**config.mk**
```make
export PLATFORM = sky130hd
export DESIGN_NAME = imuldiv_int_div_arbiter_flat
export DESIGN_NICKNAME = d
export VERILOG_FILES = /design/src/rtl/imuldiv_int_div_arbiter_pkg.sv /design/src/rtl/imuldiv_int_div_arbiter_if.sv /design/src/rtl/imuldiv_rr_priority_picker.sv /design/src/rtl/imuldiv_int_div_arbiter.sv /design/src/flat_wrapper.sv
export SDC_FILE = /design/constraint.sdc
export NUM_CORES = 1
export LEC_CHECK = 0
export BUFFER_PORTS_ARGS = -buffer_cell sky130_fd_sc_hd__buf_2
export CAP_MARGIN = 10
export CORE_ASPECT_RATIO = 0.8
export CORE_MARGIN = 1
export CORE_UTILIZATION = 35
export CTS_CLUSTER_SIZE = 10
export DETAILED_ROUTE_END_ITERATION = 6
export GPL_ROUTABILITY_DRIVEN = 0
export PLACE_DENSITY_LB_ADDON = 0.25
export SETUP_SLACK_MARGIN = 0.1
export SLEW_MARGIN = 20
export SYNTH_ARGS = -nofsm -noshare
export SYNTH_HDL_FRONTEND = slang
export SYNTH_SLANG_ARGS = --single-unit
```
**constraint.sdc**
```tcl
create_clock -name clk -period 4.9 [get_ports clk]
set_clock_uncertainty 0.2 [all_clocks]
set_input_delay 0.245 -clock clk [delete_from_list [all_inputs] [get_ports clk]]
set_output_delay 0.245 -clock clk [all_outputs]
set_load 0.01 [all_outputs]
```
**src/rtl/imuldiv_int_div_arbiter_pkg.sv**
```systemverilog
// rtl/imuldiv_int_div_arbiter_pkg.sv - shared constants and FSM encoding for the divider arbiter
//
// Purpose : operand/result widths and the 2-bit arbiter state encoding
//           shared by the interface, the picker and the top.
// Ports   : none (package)
package imuldiv_int_div_arbiter_pkg;

  localparam int IMULDIV_DIV_ARB_OPND_W   = 32;
  localparam int IMULDIV_DIV_ARB_RESULT_W = 64;

  typedef enum logic [1:0] {
    IMULDIV_DIV_ARB_IDLE  = 2'd0,
    IMULDIV_DIV_ARB_ISSUE = 2'd1,
    IMULDIV_DIV_ARB_WAIT  = 2'd2,
    IMULDIV_DIV_ARB_RESP  = 2'd3
  } div_arb_state_e;

endpackage

```
**src/rtl/imuldiv_int_div_arbiter_if.sv**
```systemverilog
// rtl/imuldiv_int_div_arbiter_if.sv - requester and divider handshake bundle for the divider arbiter
//
// Purpose : groups the per-requester val/rdy ports and the single divider
//           request/response port pair.
// Modports: master - the arbiter view (drives reqs_rdy, resps_*, divreq_*, divresp_rdy)
//           slave  - the surrounding requesters and divider
// Signals : reqs_msg_fn/a/b, reqs_val, reqs_rdy       requester -> arbiter
//           resps_msg_result, resps_val, resps_rdy    arbiter -> requester
//           divreq_msg_fn/a/b, divreq_val, divreq_rdy arbiter -> divider
//           divresp_msg_result, divresp_val, divresp_rdy divider -> arbiter
interface imuldiv_int_div_arbiter_if
  import imuldiv_int_div_arbiter_pkg::*;
#(
  parameter int NUM_REQ = 2
);

  logic [NUM_REQ-1:0]                          reqs_msg_fn;
  logic [IMULDIV_DIV_ARB_OPND_W*NUM_REQ-1:0]   reqs_msg_a;
  logic [IMULDIV_DIV_ARB_OPND_W*NUM_REQ-1:0]   reqs_msg_b;
  logic [NUM_REQ-1:0]                          reqs_val;
  logic [NUM_REQ-1:0]                          reqs_rdy;

  logic [IMULDIV_DIV_ARB_RESULT_W-1:0]         resps_msg_result;
  logic [NUM_REQ-1:0]                          resps_val;
  logic [NUM_REQ-1:0]                          resps_rdy;

  logic                                        divreq_msg_fn;
  logic [IMULDIV_DIV_ARB_OPND_W-1:0]           divreq_msg_a;
  logic [IMULDIV_DIV_ARB_OPND_W-1:0]           divreq_msg_b;
  logic                                        divreq_val;
  logic                                        divreq_rdy;

  logic [IMULDIV_DIV_ARB_RESULT_W-1:0]         divresp_msg_result;
  logic                                        divresp_val;
  logic                                        divresp_rdy;

  modport master (
    input  reqs_msg_fn, reqs_msg_a, reqs_msg_b, reqs_val,
    output reqs_rdy,
    output resps_msg_result, resps_val,
    input  resps_rdy,
    output divreq_msg_fn, divreq_msg_a, divreq_msg_b, divreq_val,
    input  divreq_rdy,
    input  divresp_msg_result, divresp_val,
    output divresp_rdy
  );

  modport slave (
    output reqs_msg_fn, reqs_msg_a, reqs_msg_b, reqs_val,
    input  reqs_rdy,
    input  resps_msg_result, resps_val,
    output resps_rdy,
    input  divreq_msg_fn, divreq_msg_a, divreq_msg_b, divreq_val,
    output divreq_rdy,
    output divresp_msg_result, divresp_val,
    input  divresp_rdy
  );

endinterface

```
**src/rtl/imuldiv_rr_priority_picker.sv**
```systemverilog
// rtl/imuldiv_rr_priority_picker.sv - combinational round-robin winner selection
//
// Purpose : picks the first valid requester searching upward from
//           i_last_grant+1 (mod NUM_REQ), wrapping around.
// Ports   : i_reqs_val   [NUM_REQ]  request valids
//           i_last_grant [IDXW]     most recently granted index
//           o_grant      [NUM_REQ]  one-hot winner, zero if nobody is valid
//           o_grant_idx  [IDXW]     binary index of the winner
module imuldiv_rr_priority_picker
  import imuldiv_int_div_arbiter_pkg::*;
#(
  parameter int NUM_REQ = 2,
  parameter int IDXW    = $clog2(NUM_REQ)
) (
  input  logic [NUM_REQ-1:0] i_reqs_val,
  input  logic [IDXW-1:0]    i_last_grant,
  output logic [NUM_REQ-1:0] o_grant,
  output logic [IDXW-1:0]    o_grant_idx
);

  logic            w_found;
  logic [IDXW-1:0] w_cand;

  // Offset 1 is searched first so the previous winner has lowest priority.
  always_comb begin
    o_grant     = '0;
    o_grant_idx = '0;
    w_found     = 1'b0;
    w_cand      = '0;
    for (int i = 1; i <= NUM_REQ; i++) begin
      w_cand = IDXW'((int'(i_last_grant) + i) % NUM_REQ);
      if (!w_found && i_reqs_val[w_cand]) begin
        w_found         = 1'b1;
        o_grant[w_cand] = 1'b1;
        o_grant_idx     = w_cand;
      end
    end
  end

endmodule

```
**src/rtl/imuldiv_int_div_arbiter.sv**
```systemverilog
// rtl/imuldiv_int_div_arbiter.sv - round-robin sharing of one iterative divider between NUM_REQ requesters
//
// Purpose : grants one requester at a time, forwards its fn/a/b to the divider,
//           and routes the 64-bit {remainder, quotient} back to that requester.
//           Exactly one transaction is outstanding at any time.
// Ports   : clk, reset (asynchronous, active-high)
//           bus  imuldiv_int_div_arbiter_if.master - requester and divider handshakes
//           perf_busy_cycles, perf_xfer_count (32 each) - only when
//           IMULDIV_DIV_ARB_PERF_EN is defined
module imuldiv_int_div_arbiter
  import imuldiv_int_div_arbiter_pkg::*;
#(
  parameter int NUM_REQ = 2
) (
  input  logic                        clk,
  input  logic                        reset,
  imuldiv_int_div_arbiter_if.master   bus
`ifdef IMULDIV_DIV_ARB_PERF_EN
  ,
  output logic [31:0]                 perf_busy_cycles,
  output logic [31:0]                 perf_xfer_count
`endif
);

  localparam int IDXW = $clog2(NUM_REQ);

  div_arb_state_e                      r_state, w_state_nxt;
  logic [IDXW-1:0]                     r_owner, r_last_grant, w_grant_idx;
  logic [NUM_REQ-1:0]                  w_grant;
  logic                                r_fn;
  logic [IMULDIV_DIV_ARB_OPND_W-1:0]   r_a, r_b;
  logic [IMULDIV_DIV_ARB_RESULT_W-1:0] r_result;
  logic                                w_accept, w_div_cap, w_resp_done;

  imuldiv_rr_priority_picker #(.NUM_REQ(NUM_REQ), .IDXW(IDXW)) u_picker (
    .i_reqs_val   (bus.reqs_val),
    .i_last_grant (r_last_grant),
    .o_grant      (w_grant),
    .o_grant_idx  (w_grant_idx)
  );

  assign bus.divreq_msg_fn    = r_fn;
  assign bus.divreq_msg_a     = r_a;
  assign bus.divreq_msg_b     = r_b;
  assign bus.resps_msg_result = r_result;

  always_ff @(posedge clk or posedge reset) begin
    if (reset) r_state <= IMULDIV_DIV_ARB_IDLE;
    else       r_state <= w_state_nxt;
  end

  always_comb begin
    w_state_nxt     = IMULDIV_DIV_ARB_IDLE;
    bus.reqs_rdy    = '0;
    bus.resps_val   = '0;
    bus.divreq_val  = 1'b0;
    bus.divresp_rdy = 1'b0;
    w_accept        = 1'b0;
    w_div_cap       = 1'b0;
    w_resp_done     = 1'b0;
    case (r_state)
      IMULDIV_DIV_ARB_IDLE: begin
        // reqs_rdy is the only combinational output; reset masks it so no
        // requester sees a grant while the block is held in reset.
        bus.reqs_rdy = reset ? '0 : w_grant;
        w_accept     = |w_grant;
        w_state_nxt  = w_accept ? IMULDIV_DIV_ARB_ISSUE : IMULDIV_DIV_ARB_IDLE;
      end
      IMULDIV_DIV_ARB_ISSUE: begin
        bus.divreq_val = 1'b1;
        w_state_nxt    = bus.divreq_rdy ? IMULDIV_DIV_ARB_WAIT : IMULDIV_DIV_ARB_ISSUE;
      end
      IMULDIV_DIV_ARB_WAIT: begin
        bus.divresp_rdy = 1'b1;
        w_div_cap       = bus.divresp_val;
        w_state_nxt     = w_div_cap ? IMULDIV_DIV_ARB_RESP : IMULDIV_DIV_ARB_WAIT;
      end
      IMULDIV_DIV_ARB_RESP: begin
        bus.resps_val[r_owner] = 1'b1;
        w_resp_done            = bus.resps_rdy[r_owner];
        w_state_nxt            = w_resp_done ? IMULDIV_DIV_ARB_IDLE : IMULDIV_DIV_ARB_RESP;
      end
      default: begin
        w_state_nxt = IMULDIV_DIV_ARB_IDLE;
      end
    endcase
  end

  always_ff @(posedge clk or posedge reset) begin
    if (reset) begin
      r_owner      <= '0;
      r_last_grant <= IDXW'(NUM_REQ - 1);
      r_fn         <= 1'b0;
      r_a          <= '0;
      r_b          <= '0;
      r_result     <= '0;
    end else begin
      if (w_accept) begin
        r_owner      <= w_grant_idx;
        r_last_grant <= w_grant_idx;
        r_fn         <= bus.reqs_msg_fn[w_grant_idx];
        r_a          <= bus.reqs_msg_a[int'(w_grant_idx)*IMULDIV_DIV_ARB_OPND_W +: IMULDIV_DIV_ARB_OPND_W];
        r_b          <= bus.reqs_msg_b[int'(w_grant_idx)*IMULDIV_DIV_ARB_OPND_W +: IMULDIV_DIV_ARB_OPND_W];
      end
      if (w_div_cap) begin
        r_result <= bus.divresp_msg_result;
      end
    end
  end

`ifdef IMULDIV_DIV_ARB_PERF_EN
  always_ff @(posedge clk or posedge reset) begin
    if (reset) begin
      perf_busy_cycles <= '0;
      perf_xfer_count  <= '0;
    end else begin
      if (r_state != IMULDIV_DIV_ARB_IDLE) perf_busy_cycles <= perf_busy_cycles + 32'd1;
      if (w_resp_done)                     perf_xfer_count  <= perf_xfer_count + 32'd1;
    end
  end
`endif

endmodule
```
**src/flat_wrapper.sv**
```systemverilog
// flat-port wrapper written by rule: the top's interface ports become plain ports
module imuldiv_int_div_arbiter_flat import imuldiv_int_div_arbiter_pkg::*;
#(
  parameter int NUM_REQ = 2
)
  (clk, reset, bus_reqs_msg_fn, bus_reqs_msg_a, bus_reqs_msg_b, bus_reqs_val, bus_reqs_rdy, bus_resps_msg_result, bus_resps_val, bus_resps_rdy, bus_divreq_msg_fn, bus_divreq_msg_a, bus_divreq_msg_b, bus_divreq_val, bus_divreq_rdy, bus_divresp_msg_result, bus_divresp_val, bus_divresp_rdy);
  imuldiv_int_div_arbiter_if #(.NUM_REQ(NUM_REQ)) bus_i ();
  input  logic clk;
  input  logic reset;
  input wire logic [$bits(bus_i.reqs_msg_fn)-1:0] bus_reqs_msg_fn;
  input wire logic [$bits(bus_i.reqs_msg_a)-1:0] bus_reqs_msg_a;
  input wire logic [$bits(bus_i.reqs_msg_b)-1:0] bus_reqs_msg_b;
  input wire logic [$bits(bus_i.reqs_val)-1:0] bus_reqs_val;
  output wire logic [$bits(bus_i.reqs_rdy)-1:0] bus_reqs_rdy;
  output wire logic [$bits(bus_i.resps_msg_result)-1:0] bus_resps_msg_result;
  output wire logic [$bits(bus_i.resps_val)-1:0] bus_resps_val;
  input wire logic [$bits(bus_i.resps_rdy)-1:0] bus_resps_rdy;
  output wire logic [$bits(bus_i.divreq_msg_fn)-1:0] bus_divreq_msg_fn;
  output wire logic [$bits(bus_i.divreq_msg_a)-1:0] bus_divreq_msg_a;
  output wire logic [$bits(bus_i.divreq_msg_b)-1:0] bus_divreq_msg_b;
  output wire logic [$bits(bus_i.divreq_val)-1:0] bus_divreq_val;
  input wire logic [$bits(bus_i.divreq_rdy)-1:0] bus_divreq_rdy;
  input wire logic [$bits(bus_i.divresp_msg_result)-1:0] bus_divresp_msg_result;
  input wire logic [$bits(bus_i.divresp_val)-1:0] bus_divresp_val;
  output wire logic [$bits(bus_i.divresp_rdy)-1:0] bus_divresp_rdy;
  assign bus_i.reqs_msg_fn = bus_reqs_msg_fn;
  assign bus_i.reqs_msg_a = bus_reqs_msg_a;
  assign bus_i.reqs_msg_b = bus_reqs_msg_b;
  assign bus_i.reqs_val = bus_reqs_val;
  assign bus_reqs_rdy = bus_i.reqs_rdy;
  assign bus_resps_msg_result = bus_i.resps_msg_result;
  assign bus_resps_val = bus_i.resps_val;
  assign bus_i.resps_rdy = bus_resps_rdy;
  assign bus_divreq_msg_fn = bus_i.divreq_msg_fn;
  assign bus_divreq_msg_a = bus_i.divreq_msg_a;
  assign bus_divreq_msg_b = bus_i.divreq_msg_b;
  assign bus_divreq_val = bus_i.divreq_val;
  assign bus_i.divreq_rdy = bus_divreq_rdy;
  assign bus_i.divresp_msg_result = bus_divresp_msg_result;
  assign bus_i.divresp_val = bus_divresp_val;
  assign bus_divresp_rdy = bus_i.divresp_rdy;
  imuldiv_int_div_arbiter #(.NUM_REQ(NUM_REQ)) u_core (.clk(clk), .reset(reset), .bus(bus_i));
endmodule
```
# Word-level counts from Yosys, hierarchy flattened
# Index checks and enable logic that the tools add are counted.
# Widths: inputs -> output; s select.
[word_totals] reg_bits=133 latchBits=0 ramBits=0 rom_bits=0 input_bits=202 output_inout_bits=135 word_cells=60 mem_count=0
[op_classes] n_addsub=2 multipliers=0 div_mod_pow=0 n_lt_le_gt_ge=7 n_eq_ne=3 n_shift=2 n_mux=31 bitwise=1 n_reduce_logical=7
[op_table] cell="$shiftx 64x7->32" count=2
[op_table] cell="$mux 1" count=20
[op_table] cell="$mux 2" count=7
[op_table] cell="$lt 1x2->1 const B" count=4
[op_table] cell="$pmux 2 s4" count=1
[op_table] cell="$eq 2x2->1 const B" count=2
[op_table] cell="$logic_and 1x1->1" count=4
[op_table] cell="$demux 1 s1" count=3
[op_table] cell="$ge 1x1->1 const B" count=3
[op_table] cell="$add 1x1->1 const B" count=2
[op_table] cell="$eq 2x1->1 const B" count=1
[op_table] cell="$logic_not 2->1" count=1
[op_table] cell="$or 2x2->2" count=1
[op_table] cell="$reduce_or 2->1" count=1
[op_table] cell="$logic_not 1->1" count=1

# Depth between registers and ports, before layout
# Gate-level depths: netlist of run 1.
[depth] depth_word=11 mapped_depth=6 ltp_nobuf=3

# Hierarchy
# Synthesis of run 1 repeated with hierarchy kept, for this count alone.
[unflattened] hier_cells=372 hier_area_um2=6027.0
[by_module_without_submodules] mod="imuldiv_int_div_arbiter" instances=1 cells_each=368 area_each_um2=6000.8 seq_area_each_um2=3329.4
[by_module_without_submodules] mod="imuldiv_rr_priority_picker" instances=1 cells_each=4 area_each_um2=26.3 seq_area_each_um2=0.0

# Worst setup path before layout of run 1
# OpenSTA, ideal clock, no wires.
[synth_timing] kind="input-to-output" from="input port reset" to="output port bus_reqs_rdy[0]" arrival_ns=3.538 required_ns=4.455 slack_ns=0.917 path_stages=2 n_path_buf=0 cell_sequence="inv_1 o2111a_1"
[synth_via] elab_chain_cells=2
[synth_lines] element="start, declared" line="flat_wrapper.sv:9" source="input logic reset;"
[synth_lines] element="$mux 2" line="imuldiv_int_div_arbiter.sv:65" source="bus.reqs_rdy = reset ? '0 : w_grant;"
[synth_lines] element="$mux 2" line="imuldiv_int_div_arbiter.sv:61" source="case (r_state)"
[synth_lines] element="end, declared" line="flat_wrapper.sv:14" source="output wire logic [$bits(bus_i.reqs_rdy)-1:0] bus_reqs_rdy;"
# Every way passes these cells.

# Final worst setup path of run 1
[layout_timing] from="register u_core.r_last_grant" to="register u_core.r_b[27] (netlist: u_core.bus.divreq_msg_b[27])"
[layout_via] elab_chain_cells=10 elab_cells_between_ends=27 classes_between="add/sub: 2; order compare: 4; shift: 1; mux: 14; bitwise: 1; reduce/logical: 5"
[layout_lines] element="start, declared" line="imuldiv_int_div_arbiter.sv:28" source="logic [IDXW-1:0] r_owner, r_last_grant, w_grant_idx;"
[layout_lines] element="start signal, assigned" line="imuldiv_int_div_arbiter.sv:92" source="r_last_grant <= IDXW'(NUM_REQ - 1);"
[layout_lines] element="start signal, assigned" line="imuldiv_int_div_arbiter.sv:100" source="r_last_grant <= w_grant_idx;"
[layout_lines] element="branches (longest 10 deep; another with $add 1x1->1)"
[layout_lines] element="end signal, assigned" line="imuldiv_int_div_arbiter.sv:103" source="r_b <= bus.reqs_msg_b[int'(w_grant_idx)*IMULDIV_DIV_ARB_OPND_W +: IMULDIV_DIV_ARB_OPND_W];"
[layout_lines] element="end, declared" line="imuldiv_int_div_arbiter.sv:31" source="logic [IMULDIV_DIV_ARB_OPND_W-1:0] r_a, r_b;"
# Several ways; the timed one is not identified. The select of a mux whose other input is x is not followed.
# A chain may end at the register's enable or synchronous reset.

==> results of run 1 <==
## area by class of cell
class | count | area share
diodes | 1 | 0.000246
clock inverters | 11 | 0.0172
multi-input cells | 216 | 0.240
clock buffers | 20 | 0.0439
flip-flops and latches | 133 | 0.327
repair buffers | 517 | 0.343
well taps | 220 | 0.0271
inverters | 2 | 0.00123
## synth_stat cells, drive strengths merged
master,instances,area share
o21ai,1,0.00085
nand4,1,0.0011
a21o,1,0.0013
nor3,1,0.00085
nand2b,1,0.0011
and3,1,0.0011
inv,2,0.0013
a21bo,1,0.0017
a21oi,2,0.0017
nand3,1,0.00085
nor4,1,0.0011
nand2,1,0.00064
o2111a,1,0.0019
buf,23,0.024
nor2b,2,0.0021
dfstp,1,0.0045
mux2i,1,0.0017
mux2,194,0.39
a31oi,1,0.0011
dfrtp,132,0.56
nand3b,1,0.0013
nor2,4,0.0030
## sequential cells by signal, indices dropped and copies added, names as in the netlist
signal	cells
u_core.r_owner	1
u_core.bus.divreq_msg_fn	1
u_core.bus.divreq_msg_b	32
u_core.bus.resps_msg_result	64
u_core.r_last_grant	1
u_core.r_state	2
u_core.bus.divreq_msg_a	32
## cells in the final DEF, fill, tap and decap left out
master / Yosys / final
nand3b_1: 1 / 1
a31oi_1: 1 / 1
clkinv_4: 0 / 2
bufinv_16: 0 / 4
clkinv_2: 0 / 1
nor2_2: 1 / 1
nand3_1: 1 / 1
nor2b_1: 2 / 2
dfrtp_1: 132 / 132
a21o_1: 1 / 1
nand2_1: 1 / 1
and3_1: 1 / 1
nand2b_1: 1 / 1
a21oi_1: 2 / 2
buf_2: 19 / 336
o21ai_4: 0 / 1
inv_6: 0 / 3
dlygate4sd3_1: 0 / 177
clkbuf_8: 0 / 1
inv_1: 2 / 1
a21bo_4: 0 / 1
nor2_1: 3 / 3
diode_2: 0 / 1
mux2_4: 28 / 28
dfstp_2: 1 / 1
clkbuf_16: 0 / 17
nor4_1: 1 / 1
buf_4: 0 / 4
nor3_1: 1 / 1
mux2_2: 166 / 166
clkinvlp_4: 0 / 2
nand4_1: 1 / 1
mux2i_1: 1 / 1
o2111a_1: 1 / 1
clkbuf_1: 0 / 2
## layer usage
metal | vias to the layer above | share of wire | wire length [um] | GRT usage
met3 | 36 | 0.075 | 1350 | 0.0687
met5 | - | 0 | 0 | 0
met1 | 2460 | 0.39 | 6980 | 0.232
met2 | 218 | 0.51 | 9270 | 0.373
met4 | 0 | 0.026 | 479 | 0.0934
li1 | 2358 | - | - | -
## worst paths after layout
| path | startpoint | cells past startpoint | to |
|---|---|---|---|
| worst max-delay path | u_core.r_last_grant$_DFFE_PP1P_ | 5 | u_core.bus.divreq_msg_b[27]$_DFFE_PP0P_ |
| worst min-delay path | bus_reqs_msg_b[32] | 3 | u_core.bus.divreq_msg_b[0]$_DFFE_PP0P_ |
| worst max register to register | u_core.r_last_grant$_DFFE_PP1P_ | 5 | u_core.bus.divreq_msg_b[27]$_DFFE_PP0P_ |
| worst min register to register | u_core.bus.divreq_msg_a[23]$_DFFE_PP0P_ | 1 | u_core.bus.divreq_msg_a[23]$_DFFE_PP0P_ |
| max in group asynchronous | reset | 4 | u_core.bus.resps_msg_result[9]$_DFFE_PP0P_ |
| min in group asynchronous | reset | 3 | u_core.bus.divreq_msg_b[18]$_DFFE_PP0P_ |
## per-stage QoR
stage	instances	power (uW)	setup slack, ps
finish	1120	5650	1670
global placement	911	4050	2340
global route	1119	5960	1550
detailed placement	911	4120	2220
CTS	1118	5650	1680
floorplan	374	3250	883
## power groups by stage
stage	Combinational (uW)	Sequential, uW	Clock [uW]
2_1_floorplan	1040	2210	0
3_3_place_gp	2090	1950	0
3_5_place_dp	2140	1980	0
4_1_cts	2310	1970	1370
5_1_grt	2490	2050	1420
6_report	2320	1980	1340
## cells by family after synthesis
| logic type | after synthesis | share of synthesized area |
|---|---|---|
| AO/OA/AOI/OAI | 7 | 0.00848 |
| buffers and inverters | 25 | 0.0250 |
| AND/OR/NAND/NOR | 14 | 0.0129 |
| multiplexers | 195 | 0.390 |
| flip-flops | 133 | 0.564 |
## what timing repair did
item / 4_1_cts / 5_1_grt
setup endpoints to repair: 0 / 0
hold buffers: 176 / 1
hold endpoints to repair: 188 / 1
## critical path, delay by kind of cell (launching register included)
family | cells | cell delay [ps]
buffers and inverters | 2 | 1040
muxes | 2 | 650
DFF | 1 | 560
AOI/OAI and AO/OA | 1 | 650
==> flow_summary.toml, run 1 <==
[critical_path]
crit_arrival_ps = 3320
crit_chain = "a21bo_4 -> buf_4 -> mux2_2 -> dlygate4sd3_1 -> mux2_2"
endpoint_kind = "register"
criticalPathCategory = "register to register"
critPathMaxFanout = 43
crit_path_frequent_cell = "mux2_2"
critical-path-max-stage-delay_ps = 650
crit_required_ps = 4990
regToRegSetupSlack_ps = 1670
critPathSlowestCell = "a21bo_4"
critPathLaunchType = "register"

[global_routing]
grt_first_pass_wirelength_um = 28500
track_usage = 0.212
grt_max_degree = 70
grt_overflow_total = 0
antenna_found_initial = 1
grt_pass1_vias = 5711

[synth]
ys_ff_latch = 133
postSynthCellCount = 374
synth.avg_cell_area_um2 = 15.8
synth_seq_area_share = 0.564
syn-num-nets = 576
synth.distinct_cells = 25
synth_warnings = 0
synth_area_um2 = 5900

[clock_tree]
cts_root_buf = "clkbuf_16"
ctsHtreeMaxLevel = 4
clk_path_buf_depth = 2
cts_buffers = 17
clock_latency_ps = 410
cts_tree = "done"
post_cts_buffers = 0
cts.sinks = 133
cts-resized-gates = 0
clk_pin_slew_worst_paths_ps = 60

[drt]
drc = 0
drt-total-wl_um = 18100
dr.pass1.iters = 4
via_count = 5072
wire_per_inst_um = 16.1
detail-route-antenna-nets = 0
first_iter_violations = 138
avgViaCountPerCell = 4.53

[timing]
grt_setup_unrepaired = "no"
max_slew_margin = 0.409
fin_crit_ps = 3230
slew_viol_final = 0
finalHoldViolCount = 0
fin_crit_sh = 0.659
worst_pin_slew_ps = 886
finalSetupViolCount = 0
fmax_mhz = 310
fin_tns_setup_ps = 0
hold_slack_ps = 14.5

[power_and_ir_drop]
switching_share = 0.322
p_switching_uw = 1820
vdd_drop_max_mv = 0.362
leakage_uw = 0.00497
clkPwrFrac = 0.238
p_per_area_nw_per_um2 = 555
p_seq_frac = 0.352
p_int_uw = 3830
combPwrFrac = 0.411

[status]
status = "completed"

[layout]
seq_area_um2 = 3330
utilization = 0.616
fillCellCount = 1231
multi_input_area_um2 = 2440
drive_gt1_frac = 0.632
final_nets = 1089
fin_area_um2 = 10200
syn_to_final_growth_pct = 72.3

[run]
max_cap_violations = 0

[floorplanning]
dieArea_um2 = 17400
start_util = 0.358
coreArea_um2 = 16500
fp.dieW_um = 147
io_pins = 337
rows = 42
die_h_um = 118

[worst_hold_path]
worstHoldPathType = "input port to register"

[placement]
placed_area_um2 = 7770
io_buffer_count = 336
dpl.hpwl_um = 11100
No activity file was read; power rests on OpenSTA's default activity.
==> run 2, diff against run 1 <==
- clock period: 4.9 -> 3.4 ns (I/O delays scaled with it)
==> flow_summary.toml, run 2 <==
[synth]
synth_seq_area_share = 0.564
syn-num-nets = 576
synth_edf_count = 0
synthArstFlopShare = 1.00
yosysMostFrequentCell = "mux2_2"
postSynthCellCount = 374
synth.avg_cell_area_um2 = 15.8
synth_warnings = 0
synth_common_cells = "166 x mux2_2, 132 x dfrtp_1, 28 x mux2_4"
synth_area_leader_cell = "dfrtp_1"
synth_top_area_frac = 0.560
ys_ff_latch = 133
synth_area_um2 = 5900
synth.distinct_cells = 25
synth_area_leaders = "dfrtp_1 56%, mux2_2 32%, mux2_4 7.1%"
synth_ff_type = "dfrtp_1"

[clock_tree]
cts-resized-gates = 0
post_cts_buffers = 0
cts_hold_buf = 191
cts.sinks = 133
cts_buffers = 17
cts_root_buf = "clkbuf_16"
clk_path_buf_depth = 2
ctsHtreeMaxLevel = 4

[status]
lastStage = "clock tree synthesis (4_1_cts)"
error = "[ERROR RSZ-0060] Max buffer count reached."
status = "did not finish"

[floorplanning]
fp.dieW_um = 147
start_util = 0.358
rows = 42
io_pins = 337
die_h_um = 118

[placement]
dpl.hpwl_um = 11100
place_ws_ps = 1150
dp.cells = 912
io_buffer_count = 336
run 2: cell counts after synthesis:
No cell type changed its count.
run 2: per-stage QoR:
step	cell area [um^2]	hold WS (ps)
detailed placement	7820	205
global placement	7820	201
floorplan	5910	32.9
run 2: cells by family after synthesis:
logic type / share of synthesized area
mux: 0.390
flops: 0.564
buf+inv: 0.0250
simple gates: 0.0129
compound gates: 0.00848
==> run 3, diff against run 2 <==
- CORE_ASPECT_RATIO: 0.8 -> default
- CORE_UTILIZATION: 35 -> 20
- CTS_CLUSTER_SIZE: 10 -> default
- PLACE_DENSITY_LB_ADDON: 0.25 -> 0.15
- SETUP_SLACK_MARGIN: 0.1 -> default
==> flow_summary.toml, run 3 (synthesis results as in run 1) <==
[timing]
max_slew_margin = 0.376
fmax_mhz = 375
fin_tns_setup_ps = 0
finalHoldViolCount = 0
fin_crit_sh = 0.785
grt_setup_unrepaired = "no"
fin_crit_ps = 2670
worst_pin_slew_ps = 936
slew_viol_final = 0
finalSetupViolCount = 0

[layout]
largest_register_ffs = 64
final_nets = 1115
final_cell_mix = "336 x buf_2, 201 x dlygate4sd3_1, 166 x mux2_2"
layoutNonFillerInstCount = 1310
syn_to_final_growth_pct = 79.9
antennaDiodeCount = 0
fillCellCount = 2915
drive_gt1_frac = 0.619
final_common_cell = "buf_2"

[critical_path]
criticalPathCategory = "register to register"
critPathSlowestCell = "dfstp_2"
crit_path_frequent_cell = "mux2_2"
endpoint_kind = "register"
crit_arrival_ps = 2760
critPathMaxFanout = 39
critical-path-max-stage-delay_ps = 560
crit_required_ps = 3490
critPathLaunchType = "register"
crit_chain = "a21bo_4 -> buf_12 -> mux2_2 -> dlygate4sd3_1 -> mux2_2"

[power_and_ir_drop]
p_int_uw = 5370
vdd_drop_max_mv = 0.350
p_per_area_nw_per_um2 = 758
clkPwrFrac = 0.228
p_switching_uw = 2670
combPwrFrac = 0.422
switching_share = 0.332
leakage_uw = 0.00508
p_seq_frac = 0.350

[global_routing]
grt_overflow_total = 0
grt_first_pass_wirelength_um = 29200
grt_max_degree = 69
track_usage = 0.123
grt_pass1_vias = 5530
antenna_found_initial = 2

[floorplanning]
start_util = 0.205
io_pins = 337
fp.dieW_um = 174
die_h_um = 174
dieArea_um2 = 30200
coreArea_um2 = 28900
rows = 62

[clock_tree]
clk_path_buf_depth = 2
cts_tree = "done"
cts_root_buf = "clkbuf_16"
cts_buffers = 17
ctsHtreeMaxLevel = 4
post_cts_buffers = 0
cts.sinks = 133
cts-resized-gates = 0
clock_latency_ps = 400
cts_hold_buf = 201
clk_pin_slew_worst_paths_ps = 60

[drt]
via_count = 5089
dr.pass1.iters = 4
wire_per_inst_um = 14.1
avgViaCountPerCell = 3.88
detail-route-antenna-nets = 0
first_iter_violations = 119
drc = 0
drt-total-wl_um = 18400

[placement]
dpl.hpwl_um = 12100
io_buffer_count = 336
dp.cells = 1077

[status]
status = "completed"

[run]
max_cap_violations = 0

[worst_hold_path]
worstHoldPathType = "input port to register"
[run 3: power by group through the flow]
stage | logic (uW) | clock network [uW] | registers, uW
final | 3390 | 1840 | 2820
after global routing | 3660 | 2000 | 2940
after CTS | 3470 | 1940 | 2820
after detailed placement | 3170 | 0 | 2830
after global placement | 3170 | 0 | 2830
after floorplan | 1500 | 0 | 3190
[run 3: final timing paths]
check	cells after the start	slack, ps	to	from
worst max-delay path	5	730	u_core.bus.divreq_msg_a[14]$_DFFE_PP0P_	u_core.r_last_grant$_DFFE_PP1P_
min in group asynchronous	4	500	u_core.r_state[1]$_DFF_PP0_	reset
worst min register to register	1	300	u_core.bus.resps_msg_result[55]$_DFFE_PP0P_	u_core.bus.resps_msg_result[55]$_DFFE_PP0P_
worst max register to register	5	730	u_core.bus.divreq_msg_a[14]$_DFFE_PP0P_	u_core.r_last_grant$_DFFE_PP1P_
max in group asynchronous	4	1880	u_core.bus.resps_msg_result[62]$_DFFE_PP0P_	reset
worst min-delay path	3	110	u_core.r_state[0]$_DFF_PP0_	bus_reqs_val[1]
[run 3: through the flow]
step / power [uW] / area [um^2] / util / hold WS (ps) / worst slack (ps)
3_3_place_gp: 6000 / 8030 / 0.278 / 202 / 1280
3_5_place_dp: 6000 / 8030 / 0.278 / 206 / 1260
4_1_cts: 8230 / 10600 / 0.368 / 115 / 699
5_1_grt: 8600 / 10600 / 0.368 / 169 / 647
2_1_floorplan: 4680 / 5910 / - / 32.9 / 412
6_report: 8050 / 10600 / 0.368 / 108 / 732
[run 3: area by class of cell]
type                       instances  area (um^2)  area share
clock inverter                    14          139      0.0131
timing repair buffer             543         3780       0.356
sequential                       133         3330       0.314
tap                              384          480      0.0452
inverter                           2         11.3     0.00106
clock buffer                      18          439      0.0414
multi-input combinational        216         2440       0.230
[run 3: layer usage]
metal  vias to the layer above  global-route usage  share of wire
li1                       2420                   -              -
met1                      2449               0.140           0.42
met2                       200               0.217           0.50
met3                        16              0.0430          0.074
met4                         4              0.0296         0.0078
met5                         -                   0         0.0015
[run 3: worst max-delay path: cells and delay by family (launching register included)]
kind	cells	cell delay, ps
DFF	1	560
buffers and inverters	2	880
AOI/OAI and AO/OA	1	270
muxes	2	640
